<file path="config.mk">
export PLATFORM = sky130hd
export DESIGN_NAME = buffer_rec_spi_data
export DESIGN_NICKNAME = d
export VERILOG_FILES = /design/src/rtl/buffer_rec_spi_data.sv
export SDC_FILE = /design/constraint.sdc
export NUM_CORES = 1
export LEC_CHECK = 0
export CAP_MARGIN = 20
export CORE_ASPECT_RATIO = 0.8
export CORE_MARGIN = 5
export CORE_UTILIZATION = 30
export CTS_CLUSTER_SIZE = 20
export DETAILED_ROUTE_END_ITERATION = 10
export GPL_TIMING_DRIVEN = 0
export SYNTH_ARGS = -nofsm -noshare
export SYNTH_HDL_FRONTEND = slang
export SYNTH_SLANG_ARGS = --single-unit
</file>
<file path="constraint.sdc">
create_clock -name clk -period 3.4 [get_ports clk]
set_clock_uncertainty 0.05 [all_clocks]
set_input_delay 1.02 -clock clk [delete_from_list [all_inputs] [get_ports clk]]
set_output_delay 1.02 -clock clk [all_outputs]
set_load 0.005 [all_outputs]
</file>
<file path="src/rtl/buffer_rec_spi_data.sv">
// Collects the SPI header and the read-back byte into a {id, select, reg, data} word held under a valid/ack handshake.
// Define SPI_RX_TIMEOUT_EN to close a stalled transaction with data 8'hFF and timeout_err after TIMEOUT_CYCLES.
module buffer_rec_spi_data #(
    parameter int TIMEOUT_CYCLES = 1024,
    parameter int CNT_W          = 16
) (
    input  logic        clk,
    input  logic        rst,
    input  logic        start,
    input  logic [7:0]  spi_id_in,
    input  logic [7:0]  spi_select_in,
    input  logic [7:0]  spi_reg_in,
    input  logic [7:0]  rx_byte,
    input  logic        rx_byte_valid,
    input  logic        data_rec_ack,
    output logic [31:0] data_rec_out,
    output logic        data_rec_valid,
    output logic        busy,
    output logic        timeout_err,
    output logic        overrun
);

    typedef enum logic [1:0] {IDLE, WAIT_BYTE, HOLD} state_t;

    state_t state;

    // A counter narrower than the timeout threshold could never reach it.
    if (TIMEOUT_CYCLES < 2 || TIMEOUT_CYCLES > 65535 ||
        (64'd1 << CNT_W) <= 64'(TIMEOUT_CYCLES)) begin : g_cfg_check
        $error("buffer_rec_spi_data: TIMEOUT_CYCLES/CNT_W out of range");
    end

`ifdef SPI_RX_TIMEOUT_EN
    localparam logic [CNT_W-1:0] TIMEOUT_LAST = CNT_W'(TIMEOUT_CYCLES - 1);
    logic [CNT_W-1:0] cnt;
`else
    assign timeout_err = 1'b0;
`endif

    always_ff @(posedge clk or negedge rst) begin
        if (!rst) begin
            state          <= IDLE;
            data_rec_out   <= 32'h0;
            data_rec_valid <= 1'b0;
            busy           <= 1'b0;
            overrun        <= 1'b0;
`ifdef SPI_RX_TIMEOUT_EN
            timeout_err    <= 1'b0;
            cnt            <= '0;
`endif
        end else begin
            overrun <= 1'b0;
            case (state)
                IDLE: begin
                    if (start) begin
                        data_rec_out <= {spi_id_in, spi_select_in, spi_reg_in, 8'h00};
                        state        <= WAIT_BYTE;
                        busy         <= 1'b1;
                        overrun      <= rx_byte_valid;
`ifdef SPI_RX_TIMEOUT_EN
                        cnt          <= '0;
`endif
                    end else if (rx_byte_valid) begin
                        overrun <= 1'b1;
                    end
                end

                // A byte on the final counted cycle still wins over the timeout.
                WAIT_BYTE: begin
                    if (rx_byte_valid) begin
                        data_rec_out[7:0] <= rx_byte;
                        data_rec_valid    <= 1'b1;
                        state             <= HOLD;
                        overrun           <= start;
                    end else begin
                        overrun <= start;
`ifdef SPI_RX_TIMEOUT_EN
                        if (cnt == TIMEOUT_LAST) begin
                            data_rec_out[7:0] <= 8'hFF;
                            data_rec_valid    <= 1'b1;
                            timeout_err       <= 1'b1;
                            state             <= HOLD;
                        end else begin
                            cnt <= cnt + 1'b1;
                        end
`endif
                    end
                end

                HOLD: begin
                    if (data_rec_ack) begin
                        data_rec_valid <= 1'b0;
                        overrun        <= rx_byte_valid;
`ifdef SPI_RX_TIMEOUT_EN
                        timeout_err    <= 1'b0;
`endif
                        if (start) begin
                            data_rec_out <= {spi_id_in, spi_select_in, spi_reg_in, 8'h00};
                            state        <= WAIT_BYTE;
`ifdef SPI_RX_TIMEOUT_EN
                            cnt          <= '0;
`endif
                        end else begin
                            state <= IDLE;
                            busy  <= 1'b0;
                        end
                    end else begin
                        overrun <= start | rx_byte_valid;
                    end
                end

                default: begin
                    state <= IDLE;
                    busy  <= 1'b0;
                end
            endcase
        end
    end

endmodule

</file>
* Word-level counts from Yosys, hierarchy flattened
Cells that the tools add are included. Widths: inputs -> output; s select.
Word-level totals: bits in registers 37, input port bits 37
Operators by class: equality and inequality tests 6, muxes and demuxes 21, bitwise gates (word level) 2, reductions and logical operators 9
Operators with widths (number):
- $mux 32 | 2
- $pmux 24 s2 | 1
- $pmux 8 s3 | 1
- $mux 1 | 9
- $reduce_and 3->1 | 3
- $mux 8 | 1
- $ne 2x2->1 const B | 4
- $mux 2 | 3
- $pmux 1 s3 | 2
- $pmux 2 s3 | 1
- $reduce_and 4->1 | 1
- $reduce_bool 2->1 | 2
- $reduce_bool 3->1 | 1
- $eq 2x1->1 const B | 1
- $eq 2x2->1 const B | 1
- $logic_not 2->1 | 1
- $pmux 1 s2 | 1
- $reduce_and 2->1 | 1
- $not 1->1 | 1
- $or 1x1->1 | 1

* Depth between registers and ports, before layout
depth in word-level cells 3, gate-level depth with buffers 5, mapped depth without buffers 3

* Least setup slack after synthesis
OpenSTA, ideal clock, no wires.
path type input to register, from input port start, to register data_rec_out[13], library setup time 0.125 ns, data arrival time 1.899 ns, required time 3.225 ns, path slack 1.326 ns, stages 5, buffers on the path 2, cells stage by stage nor2b_2 and2_4 buf_6 buf_6 mux2_4
Between the ends: word-level cells in the longest chain between the ends 3
Ends and longest elaborated chain:
- start: declaration | line 9 | input logic start,
- $mux 32 (*)
- $mux 32
- $pmux 24 s2 (*)
- end signal: assignment | line 56 | data_rec_out <= {spi_id_in, spi_select_in, spi_reg_in, 8'h00};
- end signal: assignment | line 98 | data_rec_out <= {spi_id_in, spi_select_in, spi_reg_in, 8'h00};
- end: declaration | line 16 | output logic [31:0] data_rec_out,
Every way passes the cells marked *; elsewhere a longest branch is shown, timed or not. The select of a mux whose other input is x is not followed. A chain may end at the register's enable or synchronous reset.

* Worst setup path after layout
from input port start, to register data_rec_out[16]
The elaborated chain is that of the path after synthesis.

==> results.json <==
{
  "timing.rr.end": "data_rec_out[16]$_DFFE_PN0P_",
  "crit_path_start_kind": "input port",
  "io_pins": 73,
  "crit_path_end_kind": "register",
  "fmax_ghz": 0.413,
  "ctsResizeCount": 0,
  "synthCells": 95,
  "detail_route.wl_per_cell_um": 15.8,
  "final.period_utilization_pct": 71.3,
  "pre_cts_slack_ps": 670,
  "slew_headroom_pct": 45.9,
  "antenna_found_initial": 0,
  "hold_depth": 1,
  "yosysWarnings": 0,
  "hold_buffers": 0,
  "layout_commonest_cell": "clkdlybuf4s50_1",
  "ir_drop_mv": 0.297,
  "cp_slowest_cell": "clkdlybuf4s50_1",
  "holdPathEnd": "data_rec_out[4]$_DFFE_PN0P_",
  "grt-ovfl-total": 0,
  "p_leak_nw": 1.04,
  "postRouteWirelength_um": 3730,
  "cts_setup_buffers": 0,
  "setup_slack_ps": 976,
  "cp_max_fo": 10,
  "grt_first_pass_wirelength_um": 5800,
  "crit_required_ps": 3510,
  "cts_tree": "yes",
  "slew_viol_final": 0,
  "finalHoldViolCount": 0,
  "dr_total_vias": 1014,
  "synthesis.area_mm2": 0.00151,
  "fin_util_pct": 48.2,
  "p_per_area_mw_per_mm2": 806,
  "avgViaCountPerCell": 4.30,
  "drv_cap": 0,
  "syn_nets": 132,
  "cp_top_family": "buffers and inverters",
  "grt_pass1_vias": 1149,
  "die_x_um": 89.4,
  "path_cells": "clkdlybuf4s50_1 -> nor2b_2 -> and2_4 -> buf_6 -> buf_6 -> mux2_4",
  "first_iter_violations": 26,
  "ant_nets": 0,
  "die_h_um": 73.5,
  "worstPathBufferInverterCount": 3,
  "worstMarginPinSlew_ps": 812,
  "port_buffers": 71,
  "worstHoldPathType": "register to register",
  "cts_buffer_depth": 2,
  "cts_root_buf": "clkbuf_8",
  "dpl.hpwl_um": 2800,
  "grt_start_max_net_pins": 38,
  "core-area_mm2": 0.00495,
  "num_antenna_cells": 0,
  "crit_top_cell": "buf_6",
  "critPathKind": "input port to register",
  "htree_num_levels": 2,
  "finalSetupViolCount": 0,
  "worstReg2RegStart": "state[0]$_DFFE_PN0P_",
  "rr_worst_depth": 5,
  "nets": 210,
  "core.rowCount": 23,
  "post-route-min-period_ps": 2420,
  "status": "complete, no violations",
  "drt_pass1_iterations": 4,
  "cts_buffers": 5,
  "dominantRegCellSynth": "dfrtp_1",
  "grt_setup_unrepaired": "false",
  "synth_cell_types": 22,
  "min-delay-start": "data_rec_out[4]$_DFFE_PN0P_",
  "area_delta_synth_final_pct": 57.4,
  "synth_edf_count": 0,
  "avgSynthCellArea_um2": 15.9,
  "gp_congestion": 0.767,
  "synth-seq-area-share_pct": 61.2,
  "start_util_pct": 30.6,
  "path_clk_slew_ps": 70,
  "numClockSinks": 37,
  "drive_above_1_share_pct": 24.1,
  "drc": 0,
  "cp.arrival_ps": 2540,
  "async_flop_share_pct": 100,
  "die-area_mm2": 0.00658,
  "yosys_register_bits": 37,
  "track_usage_pct": 12.0,
  "critical-path-max-stage-delay_ps": 510,
  "layout_common_cells": "clkdlybuf4s50_1 (70), dfrtp_1 (37), mux2_4 (19)",
  "clock_latency_ps": 280,
  "fin_tns_setup_ps": 0,
  "reg2reg_slack_ps": 1770
}
state kept, by name (all words and copies together), names as in the netlist:
signal          cells
busy                1
state               2
data_rec_valid      1
overrun             1
data_rec_out       32
per-stage QoR:
step | cells | instance area (um2) | hold slack (ps) | total power [mW]
3_3_place_gp | 228 | 2300 | 435 | 1.62
5_1_grt | 236 | 2380 | 480 | 2.04
4_1_cts | 236 | 2380 | 456 | 1.96
3_5_place_dp | 228 | 2300 | 435 | 1.64
6_report | 236 | 2380 | 453 | 1.92
2_1_floorplan | 95 | 1510 | 439 | 1.12
cell usage after synthesis (2+ instances only):
cell,number,area share (%)
a21oi_1,3,0.99
a22o_1,8,4.6
buf_6,3,2.2
dfrtp_1,37,61
inv_1,2,0.50
mux2_2,5,3.7
mux2_4,19,19
nand2_1,2,0.50
nand2b_1,2,0.83
nand3b_1,2,0.99
per-layer routing:
layer | track usage (%) | up-vias | wire (um)
li1 | - | 486 | -
met1 | 14.0 | 502 | 1490
met2 | 20.4 | 24 | 2020
met3 | 3.81 | 2 | 180
met4 | 4.46 | 0 | 36
met5 | 0 | - | 0
power breakdown:
part	internal, mW	leakage (nW)	switching [mW]	total [mW]
clock	0.141	0.0439	0.154	0.295
combinational	0.612	0.550	0.254	0.866
sequential	0.640	0.445	0.121	0.761
cell type report:
cell class / count / area (um2)
clock buffers: 5 / 68.8
flip-flops and latches: 37 / 926
inverters: 2 / 7.51
well taps: 62 / 77.6
clock inverters: 3 / 17.5
repair buffers: 71 / 706
multi-input cells: 51 / 534
plain buffers: 5 / 46.3
fillers: 448 / 2570
kinds of logic after synthesis:
logic type,count (synthesis),share of synthesized area [%]
AOI/OAI and AO/OA,16,8.18
buffers and inverters,7,3.55
DFF,37,61.2
muxes,24,22.6
other,1,0.248
and+or+nand+nor,10,4.30
how the worst max path moves through the flow:
| stage | start | to | cells after the start |
|---|---|---|---|
| 2_1_floorplan | start | data_rec_out[13]$_DFFE_PN0P_ | 5 |
| 3_3_place_gp | rst | data_rec_out[16]$_DFFE_PN0P_ | 1 |
| 3_5_place_dp | start | data_rec_out[16]$_DFFE_PN0P_ | 6 |
| 4_1_cts | start | data_rec_out[16]$_DFFE_PN0P_ | 6 |
| 5_1_grt | start | data_rec_out[16]$_DFFE_PN0P_ | 6 |
| 6_report | start | data_rec_out[16]$_DFFE_PN0P_ | 6 |
Note: power is estimated with default switching activity, not from simulation.
